**src/rtl/seg7_counter_periph.sv**
```systemverilog
`default_nettype none
// +--------------------------------------------------------------------------+
// | Module   : seg7_counter_periph                                           |
// | Purpose  : openMSP430 peripheral holding the 4-digit 7-segment value,    |
// |            with a prescaled hex/BCD up/down counter and overflow irq.    |
// | Revision : 1.0                                                           |
// +--------------------------------------------------------------------------+
module seg7_counter_periph #(
  parameter logic [14:0] BASE_ADDR = 15'h0090,
  parameter int unsigned PREDIV_W  = 10
) (
  input  logic        clock_100Mhz,
  input  logic        reset,
  input  logic [13:0] per_addr,
  input  logic [15:0] per_din,
  input  logic        per_en,
  input  logic [1:0]  per_we,
  output logic [15:0] per_dout,
  output logic [3:0]  s0_src,
  output logic [3:0]  s1_src,
  output logic [3:0]  s2_src,
  output logic [3:0]  s3_src,
  output logic        irq
);

  localparam logic [1:0] c_idx_disp  = 2'd0;
  localparam logic [1:0] c_idx_ctrl  = 2'd1;
  localparam logic [1:0] c_idx_presc = 2'd2;
  localparam logic [1:0] c_idx_stat  = 2'd3;

  // CNT_EN, DECIMAL, DOWN and IE are the only implemented CTRL bits
  localparam logic [5:0] c_ctrl_mask = 6'b100111;

  localparam logic [PREDIV_W-1:0] c_prediv_one = PREDIV_W'(1);

  logic [15:0]         disp_q,   disp_d;
  logic [5:0]          ctrl_q,   ctrl_d;
  logic [15:0]         presc_q,  presc_d;
  logic                ovf_q,    ovf_d;
  logic                irq_q,    irq_d;
  logic [PREDIV_W-1:0] prediv_q, prediv_d;
  logic [15:0]         pcnt_q,   pcnt_d;

  logic        w_sel;
  logic        w_wr;
  logic        w_rd;
  logic [1:0]  w_idx;
  logic        w_wr_disp;
  logic        w_wr_ctrl;
  logic        w_wr_presc;
  logic        w_wr_stat;
  logic        w_prediv_full;
  logic        w_tick;
  logic [15:0] w_step_val;
  logic        w_step_ovf;

  // Returns {carry_out, value}; carry/borrow ripples from the low nibble up
  function automatic logic [16:0] bcd_step(input logic [15:0] v, input logic down);
    logic [15:0] r;
    logic        c;
    logic [3:0]  n;
    r = v;
    c = 1'b1;
    for (int i = 0; i < 4; i++) begin
      n = v[4*i +: 4];
      if (c) begin
        if (down) begin
          if (n == 4'd0) begin
            n = 4'd9;
          end else begin
            n = (n > 4'd9) ? 4'd9 : n - 4'd1;
            c = 1'b0;
          end
        end else begin
          if (n >= 4'd9) begin
            n = 4'd0;
          end else begin
            n = n + 4'd1;
            c = 1'b0;
          end
        end
      end
      r[4*i +: 4] = n;
    end
    return {c, r};
  endfunction

  assign w_sel      = per_en && (per_addr[13:2] == BASE_ADDR[14:3]);
  assign w_wr       = w_sel && (per_we != 2'b00);
  assign w_rd       = w_sel && (per_we == 2'b00);
  assign w_idx      = per_addr[1:0];
  assign w_wr_disp  = w_wr && (w_idx == c_idx_disp);
  assign w_wr_ctrl  = w_wr && (w_idx == c_idx_ctrl);
  assign w_wr_presc = w_wr && (w_idx == c_idx_presc);
  assign w_wr_stat  = w_wr && (w_idx == c_idx_stat);

  assign w_prediv_full = &prediv_q;
  assign w_tick        = ctrl_q[0] && w_prediv_full && (pcnt_q == presc_q);

  always_comb begin
    prediv_d = prediv_q + c_prediv_one;
    pcnt_d   = pcnt_q;
    if (w_prediv_full) begin
      pcnt_d = w_tick ? 16'h0000 : pcnt_q + 16'd1;
    end
    // Reprogramming restarts the period so the first tick is a full period away
    if (!ctrl_q[0] || w_wr_ctrl || w_wr_presc) begin
      prediv_d = '0;
      pcnt_d   = 16'h0000;
    end
  end

  always_comb begin
    w_step_val = disp_q;
    w_step_ovf = 1'b0;
    if (ctrl_q[1]) begin
      {w_step_ovf, w_step_val} = bcd_step(disp_q, ctrl_q[2]);
    end else if (ctrl_q[2]) begin
      w_step_val = disp_q - 16'd1;
      w_step_ovf = (disp_q == 16'h0000);
    end else begin
      w_step_val = disp_q + 16'd1;
      w_step_ovf = (disp_q == 16'hFFFF);
    end
  end

  always_comb begin
    disp_d  = disp_q;
    ctrl_d  = ctrl_q;
    presc_d = presc_q;
    ovf_d   = ovf_q;
    irq_d   = ovf_q & ctrl_q[5];

    // A CPU write to DISP swallows a coincident tick entirely
    if (w_wr_disp) begin
      if (per_we[0]) disp_d[7:0]  = per_din[7:0];
      if (per_we[1]) disp_d[15:8] = per_din[15:8];
    end else if (w_tick) begin
      disp_d = w_step_val;
    end

    if (w_wr_ctrl && per_we[0]) begin
      ctrl_d = per_din[5:0] & c_ctrl_mask;
    end

    if (w_wr_presc) begin
      if (per_we[0]) presc_d[7:0]  = per_din[7:0];
      if (per_we[1]) presc_d[15:8] = per_din[15:8];
    end

    if (w_wr_stat && per_we[0] && per_din[0]) begin
      ovf_d = 1'b0;
    end
    if (w_tick && !w_wr_disp && w_step_ovf) begin
      ovf_d = 1'b1;
    end
  end

  always_ff @(posedge clock_100Mhz) begin
    if (reset) begin
      disp_q   <= 16'h0000;
      ctrl_q   <= 6'h00;
      presc_q  <= 16'h0000;
      ovf_q    <= 1'b0;
      irq_q    <= 1'b0;
      prediv_q <= '0;
      pcnt_q   <= 16'h0000;
    end else begin
      disp_q   <= disp_d;
      ctrl_q   <= ctrl_d;
      presc_q  <= presc_d;
      ovf_q    <= ovf_d;
      irq_q    <= irq_d;
      prediv_q <= prediv_d;
      pcnt_q   <= pcnt_d;
    end
  end

  always_comb begin
    per_dout = 16'h0000;
    if (w_rd) begin
      case (w_idx)
        c_idx_disp:  per_dout = disp_q;
        c_idx_ctrl:  per_dout = {10'h000, ctrl_q};
        c_idx_presc: per_dout = presc_q;
        c_idx_stat:  per_dout = {15'h0000, ovf_q};
        default:     per_dout = 16'h0000;
      endcase
    end
  end

  assign s0_src = disp_q[15:12];
  assign s1_src = disp_q[11:8];
  assign s2_src = disp_q[7:4];
  assign s3_src = disp_q[3:0];
  assign irq    = irq_q;

endmodule
`default_nettype wire
```
**config.mk**
```make
export PLATFORM = sky130hd
export DESIGN_NAME = seg7_counter_periph
export DESIGN_NICKNAME = d
export VERILOG_FILES = /design/src/rtl/seg7_counter_periph.sv
export SDC_FILE = /design/constraint.sdc
export NUM_CORES = 1
export LEC_CHECK = 0
export CAP_MARGIN = 0
export CORE_MARGIN = 2
export CORE_UTILIZATION = 40
export DETAILED_ROUTE_END_ITERATION = 10
export GPL_ROUTABILITY_DRIVEN = 0
export HOLD_SLACK_MARGIN = 0.05
export SLEW_MARGIN = 40
export SYNTH_ARGS = -nofsm -noshare
export SYNTH_HDL_FRONTEND = slang
export SYNTH_SLANG_ARGS = --single-unit
```
**constraint.sdc**
```tcl
create_clock -name clock_100Mhz -period 6.2 [get_ports clock_100Mhz]
set_input_delay 1.86 -clock clock_100Mhz [delete_from_list [all_inputs] [get_ports clock_100Mhz]]
set_output_delay 1.86 -clock clock_100Mhz [all_outputs]
set_load 0.02 [all_outputs]
```
## After elaboration in Yosys (flattened, before gate mapping)

Cells that the tools add are included.

- Bits of input ports: 35
- Output and inout bits: 33
- Logic and storage cells: 129
- Register bits: 64

- Reductions and logical operators: 36
- Add/subtract/negate cells: 12
- Bitwise operators: 1
- $lt $le $gt $ge: 8
- Equality and inequality tests: 11
- Mux-type cells: 50

Operator list:

| kind | count |
|---|---|
| two-way mux 16 bit | 6 |
| two-way mux 4 bit | 19 |
| case mux 16 bit (4 select lines) | 1 |
| adder 16 x 1 -> 16 bit, second input constant | 2 |
| two-way mux 1 bit | 22 |
| adder 4 x 1 -> 4 bit, second input constant | 4 |
| equality test 16 bit | 1 |
| equality test 16 bit, second input constant | 1 |
| greater-or-equal comparator 4 bit, second input constant | 4 |
| > comparator 4 bit, second input constant | 4 |
| logical NOT 16 bit | 1 |
| logical NOT 4 bit | 4 |
| two-way mux 8 bit | 2 |
| subtractor 16 x 1 -> 16 bit, second input constant | 1 |
| subtractor 4 x 1 -> 4 bit, second input constant | 4 |
| logical AND 1 bit | 14 |
| equality test 12 x 5 -> 1 bit, second input constant | 1 |
| adder 10 x 1 -> 10 bit, second input constant | 1 |
| AND reduction 10 bit | 1 |
| inequality test 3 x 1 -> 1 bit, second input constant | 3 |
| AND reduction 3 bit | 3 |
| AND reduction 2 bit | 3 |
| nonzero test 2 bit | 3 |
| equality test 2 bit, second input constant | 2 |
| other kinds (7) | 11 |

## Depth between registers and ports, before layout

Gate-level depths: netlist of run 1.

- Word-level depth: 12
- Gate-level depth with buffers: 10
- Mapped depth without buffers: 9

## Least setup slack after synthesis of run 1

No wires, ideal clock.

- Kind: input to output
- Start point: input per_addr[9]
- End point: output per_dout[10]
- Required time: 4.340 ns
- Data arrival time: 3.359 ns
- Cell stages on the path: 7
- Path buffers: 2
- Slack: 0.981 ns
- Path through: nor4b_1 -> and4_1 -> buf_2 -> nand2_1 -> or2_2 -> clkbuf_1 -> nor2_1

- Word-level cells in the longest chain between the ends: 4

Ends and longest elaborated chain:

| item | RTL line | source |
|---|---|---|
| start: declaration | 14 | `input logic [13:0] per_addr,` |
| equality test 12 x 5 -> 1 bit | 88 | `assign w_sel = per_en && (per_addr[13:2] == BASE_ADDR[14:3]);` |
| logical AND 1 bit | 88 |  |
| logical AND 1 bit | 90 | `assign w_rd = w_sel && (per_we == 2'b00);` |
| two-way mux 16 bit | 181 | `if (w_rd) begin` |
| end: declaration | 18 | `output logic [15:0] per_dout,` |

Every way passes these cells.

## Worst setup path in the final report of run 1

- Start point: input per_addr[9]
- End point: output per_dout[4]

The elaborated chain is that of the path after synthesis.

==> impl_results.md, run 1 <==
- Final hold vios: 0
- Setup Skew: 0.00606 ns
- # rows: 40
- Routed via count: slightly below 5,000
- Min-delay src: prediv_q[0]
- Initial Util: 0.412
- Worst path required time: between 4 and 5 ns
- CP max stage cell: clkdlybuf4s50_1
- Worst Reg-to-Reg Cells: 9
- Fill cell count: 1,185
- Synth Register Bits: 64
- Antenna Cells: 0
- Hold WC Path Type: flop to flop
- Clk buf depth: 2
- Register area share after synthesis: 0.258
- Reg clk slew, reported paths: 0.05 ns
- Core ar.: 0.0121 mm2
- Worst slew pin tran: roughly 0.81 ns
- Number of flops mapped to enable cells by yosys: 0
- Critical path depth: 7
- Synth Flop Type: dfxtp_1
- DR pass1 iterations: 5
- P per Cell Area: roughly 150 mW/mm2
- Critical path class: primary input to primary output
- Largest net degree at the start of global routing: between 40 and 50
- Final Max Tran Viols: 0
- Vias in the first global route: 4,770
- Most frequent cell after synthesis: nor2_1
- Die area: 0.0133 mm2
- Clk root buf: clkbuf_16
- Post-DP HPWL: between 10,000 and 15,000 um
- CTS HTree Levels: 3
- Worst-path fanout max: 12
- Startpoint types: primary input
- Post-CTS setup buffers: 0
- Worst slew margin: 0.459
- CP peak stage delay: roughly 0.62 ns
- WHS Path Cells: 1
- CP dominant cell by count: clkdlybuf4s50_1
- Crit-path cells: clkdlybuf4s50_1, nor4b_1, and4_1, nand2_1, or2_2, nor2_1, clkdlybuf4s50_1
- R2R Path Start: disp_q[0]
- Number of library cell types mapped by synthesis: a little over 70
- Synth cell count leaders: nor2_1, dfxtp_1, nand2_1
- Clock latency on the worst-skew pair: ~0.33 ns
- Port Buffer Count: between 60 and 70
- Die width: about 120 um
- Endpoints failing setup: 0
- CTS sink cnt: 64
- DRT antenna net count: 0
- Async S/R FF share, synth: 0
- Cells after DPL: a little over 800
- CTS tree: done
- Final Cycle Share: 0.972
- Final cell count without fillers: roughly 850
- Hold buffers post-CTS: 0
- Outcome: completed
- RSZ-0062 raised after global routing: false
- DR DRC count: 0
- Post-layout nets: roughly 740
- Mapped Area: 0.00496 mm2
- Post-Synthesis Cells: ~630
- Synth-to-Final Area Change: 21.1%
- Layout cells sized above 1: 0.0591
- Top delay family on crit path: simple AND/OR/NAND/NOR gates
- Vias/cell: roughly 5.7
- Top cells by area, synth: dfxtp_1, ha_1, xor2_1, nor2_1, mux2i_1
- Ports: 68
- Worst VDD drop: roughly 0.00011 V
- Hold_ws: 0.434 ns
- DRT iter0 DRCs: roughly 330
- Num CTS Buffers: 9
- TNS Setup: 0 ns
- Synth top area share: 0.258
- WL final: 14,700 um
- Min Tclk post-route: about 6.0 ns
- Net count after synthesis: 693
- Wire per inst: roughly 17 um
- Fmax: 166 MHz
- Synth Warn #: 0
- All-Layer GR Usage: 0.228
- Arrival time of the worst setup path: roughly 4.2 ns
- First-pass GRT wire length: 24,500 um
- Max-cap violations: 0
- Buffer and inverter count on the worst path: 2
- CTS resizes: 0
- Avg Inst Size Synth: slightly below 8 um2
- Total gr overflow: 0
- CP Capture Type: primary output
- Antenna violations before repair: 0
- Synth area leader: dfxtp_1
- Critical path launch point: per_addr[9]
- Die Y-Extent: about 120 um
- LEAKAGE: 2.38 nW
## report_power, final
group          internal (mW)  switching (mW)  total [mW]
clock network          0.274           0.174       0.448
registers              0.412      0.00000704       0.412
logic                 0.0239          0.0199      0.0439
total                  0.710           0.194       0.904
## metrics by stage
step	area (um2)	total power, mW	setup slack (ns)	utilization
2_1_floorplan	4960	0.433	0.981	-
3_3_place_gp	5750	0.463	0.265	0.477
3_5_place_dp	5750	0.464	0.154	0.477
4_1_cts	6010	0.913	0.140	0.498
5_1_grt	6010	0.931	0.0161	0.498
6_report	6010	0.904	0.175	0.498
## cells in the final DEF (no fill, tap or decap), types with 8 or more instances in the layout
cell type and instances:
a211oi_1 15, a21oi_1 39, and3_1 11, clkbuf_16 9
clkdlybuf4s50_1 67, dfxtp_1 64, ha_1 32, inv_1 16
mux2i_1 29, nand2_1 49, nand3_1 24, nand4_1 16
nor2_1 85, nor3_1 11, nor3b_1 8, o211ai_1 9
o21ai_0 15, xnor2_1 9, xor2_1 37
## layer usage
| metal | wire length (um) | vias to the layer above | GRT usage | part of all wire |
|---|---|---|---|---|
| met5 | 0 | - | 0 | 0 |
| li1 | - | 2371 | - | - |
| met3 | 709 | 13 | 0.0322 | 0.048 |
| met1 | 6720 | 2298 | 0.315 | 0.46 |
| met4 | 151 | 0 | 0.0506 | 0.010 |
| met2 | 7080 | 131 | 0.379 | 0.48 |
## area by class of cell
cell class                      count  area (um2)  share of cell area
Clock inverter                      4        22.5             0.00375
Multi-Input combinational cell    508        3470               0.577
Timing Repair Buffer               74         723               0.120
Inverter                           17        63.8              0.0106
Tap cell                          168         210              0.0350
Clock buffer                       10         239              0.0398
Sequential cell                    64        1280               0.213
## registers in the layout (all words and copies together) (netlist names)
name      flops
prediv_q     10
disp_q       16
presc_q      16
ovf_q         1
irq           1
ctrl_q        4
pcnt_q       16
## path summary, 6_finish.rpt
check	endpoint	slack [ns]
worst max register to register	disp_q[12]	3.28
worst min register to register	prediv_q[0]	0.43
worst max-delay path	per_dout[4]	0.18
worst min-delay path	prediv_q[0]	0.43
## cell families (layout without fill, tap and decap cells)
| family | after synthesis | count (layout) | share of synthesized area |
|---|---|---|---|
| flops | 64 | 64 | 0.258 |
| simple gates | 253 | 253 | 0.258 |
| xor+xnor | 46 | 46 | 0.0812 |
| fa+ha+maj | 33 | 33 | 0.0847 |
| buf+inv | 53 | 105 | 0.0429 |
| compound gates | 146 | 146 | 0.212 |
| mux | 30 | 30 | 0.0630 |
No activity file was read; power rests on OpenSTA's default activity.
==> run 2, diff against run 1 <==
--- a/config.mk
+++ b/config.mk
@@ -6,7 +6,7 @@
 export NUM_CORES = 1
 export LEC_CHECK = 0
 export CAP_MARGIN = 0
-export CORE_MARGIN = 2
+export CORE_MARGIN = 1
 export CORE_UTILIZATION = 40
 export DETAILED_ROUTE_END_ITERATION = 10
 export GPL_ROUTABILITY_DRIVEN = 0
==> impl_results.md, run 2 (synthesis results as in run 1) <==
- Startpoint types: primary input
- Worst reg2reg endpoint: disp_q[12]
- Clk root buf: clkbuf_16
- Post-DP HPWL: 10,800 um (-3.0%)
- Num CTS Buffers: 9 (unchanged)
- Worst-path fanout max: 12 (unchanged)
- TNS Setup: 0 ns (unchanged)
- CP Capture Type: primary output
- Die Y-Extent: 113 um (-1.7%)
- Wire per inst: 17.1 um (-1.5%)
- Setup Skew: 0.00811 ns (+0.00205 ns)
- Post-layout nets: 742 (unchanged)
- CTS resizes: 0 (unchanged)
- First-pass GRT wire length: 23,900 um (-2.3%)
- Die width: 113 um (-1.7%)
- CTS tree: done
- DRT antenna net count: 0 (unchanged)
- Die area: 0.0129 mm2 (-3.4%)
- Final hold vios: 0 (unchanged)
- P per Cell Area: 172 mW/mm2 (+15%)
- WHS Path Cells: 1 (unchanged)
- Max-cap violations: 0 (unchanged)
- Worst Reg-to-Reg Cells: 9 (unchanged)
- RSZ-0062 raised after global routing: false
- Layout cells sized above 1: 0.0619 (+0.00277)
- Largest regs: disp_q (16), pcnt_q (16), presc_q (16)
- Vias in the first global route: 4,604 (-3.5%)
- Finished Core Util: 0.506 (+0.00768)
- Hold buffers post-CTS: 0 (unchanged)
- Hold WC Path Type: flop to flop
- Worst VDD drop: 0.000148 V (+35%)
- Clk buf depth: 2 (unchanged)
- Fill cell count: 1,149 (-3.0%)
- Final Cycle Share: 0.964 (-0.00771)
- Total gr overflow: 0 (unchanged)
- CTS sink cnt: 64 (unchanged)
- Final setup margin: 0.223 ns (+0.0478 ns)
- Core ar.: 0.0121 mm2 (unchanged)
- Synth-to-Final Area Change: 22.9%
- WL final: 14,500 um (-1.3%)
- Most common cell after layout, fill and taps aside: nor2_1
- CTS HTree Levels: 3 (unchanged)
- Final Max Tran Viols: 0 (unchanged)
- Antenna Cells: 0 (unchanged)
- Worst slew margin: 0.491 (+0.0314)
- Arrival time of the worst setup path: 4.12 ns (-0.04 ns)
- Min-delay src: prediv_q[0]
- Reg clk slew, reported paths: 0.05 ns (about the same)
- LEAKAGE: 2.42 nW (+1.6%)
- All-Layer GR Usage: 0.235 (+0.00684)
- Min Tclk post-route: 5.98 ns (-0.0478 ns)
- Antenna violations before repair: 0 (unchanged)
- Commonest non-fill, non-tap cells in the layout: nor2_1, clkdlybuf4s50_1, dfxtp_1
- Port Buffer Count: 67 (unchanged)
- Outcome: completed
- Clock latency on the worst-skew pair: 0.33 ns (about the same)
- Routed via count: 4,803 (-0.21%)
- DRT iter0 DRCs: 329 (-0.60%)
- Hold endpoint: prediv_q[0]
- Fmax: 167 MHz (+0.80%)
- Initial Util: 0.412 (unchanged)
- Worst path required time: 4.34 ns (about the same)
- Reg-to-reg setup timing slack: 3.25 ns (-0.03 ns)
- Largest net degree at the start of global routing: 42 (+2.4%)
- Vias/cell: 5.67 (-0.44%)
- Endpoints failing setup: 0 (unchanged)
- Post-CTS setup buffers: 0 (unchanged)
- Critical path class: primary input to primary output
- # rows: 40 (unchanged)
- Post-Place Worst Slack: 0.218 ns (+0.0633 ns)
- DR pass1 iterations: 5 (unchanged)
- Ports: 68 (unchanged)
- R2R Path Start: disp_q[0]
- DR DRC count: 0 (unchanged)
- Worst slew pin tran: 0.764 ns (-0.0471 ns)
run 2: critical path, cell delays in order:
cell,delay (ns)
clkdlybuf4s50_1,0.40
nor4b_1,0.28
and4_1,0.25
nand2_1,0.12
or2_2,0.43
nor2_1,0.15
clkdlybuf4s50_1,0.62
run 2: layer usage:
metal  vias to the layer above  wire [um]  track usage
met5                         -          0            0
met4                         0        214       0.0658
met3                        18        665       0.0372
met2                       131       6770        0.387
met1                      2279       6820        0.319
li1                       2375          -            -
run 2: cell type report:
class / count / area, um2 / share of cell area
inverters: 17 / 63.8 / 0.0105
multi-input cells: 508 / 3470 / 0.569
flip-flops and latches: 64 / 1280 / 0.210
clock inverters: 6 / 115 / 0.0189
well taps: 168 / 210 / 0.0344
repair buffers: 74 / 723 / 0.119
clock buffers: 10 / 239 / 0.0392
run 2: worst max path at each step:
| stage | start | to | slack, ns | depth (start not counted) |
|---|---|---|---|---|
| finish | per_addr[9] | per_dout[15] | 0.22 | 7 |
| global placement | per_addr[9] | per_dout[4] | 0.27 | 7 |
| CTS | per_addr[9] | per_dout[6] | 0.20 | 7 |
| floorplan | per_addr[9] | per_dout[10] | 0.98 | 7 |
| global route | per_addr[9] | per_dout[14] | 0.04 | 7 |
| detailed placement | per_addr[9] | per_dout[6] | 0.22 | 7 |
run 2: through the flow:
stage	total power, mW	cells	hold slack [ns]	instance area, um2
floorplan	0.433	625	0.413	4960
global placement	0.463	831	0.423	5750
detailed placement	0.464	831	0.430	5750
CTS	1.06	847	0.438	6100
global route	1.08	847	0.448	6100
finish	1.05	847	0.434	6100
run 2: where the power goes:
group          internal (mW)  leakage (nW)  switching [mW]
Combinational         0.0239          1.74          0.0199
Clock                  0.406         0.169           0.191
Sequential             0.411         0.515      0.00000711
==> run 3, diff against run 2 <==
--- a/config.mk
+++ b/config.mk
@@ -5,6 +5,7 @@
 export SDC_FILE = /design/constraint.sdc
 export NUM_CORES = 1
 export LEC_CHECK = 0
+export ABC_CLOCK_PERIOD_IN_PS = 6200
 export CAP_MARGIN = 0
 export CORE_MARGIN = 1
 export CORE_UTILIZATION = 40
==> results of run 3 <==
Same layout as run 2: the final DEF is identical, and so are final timing and power.
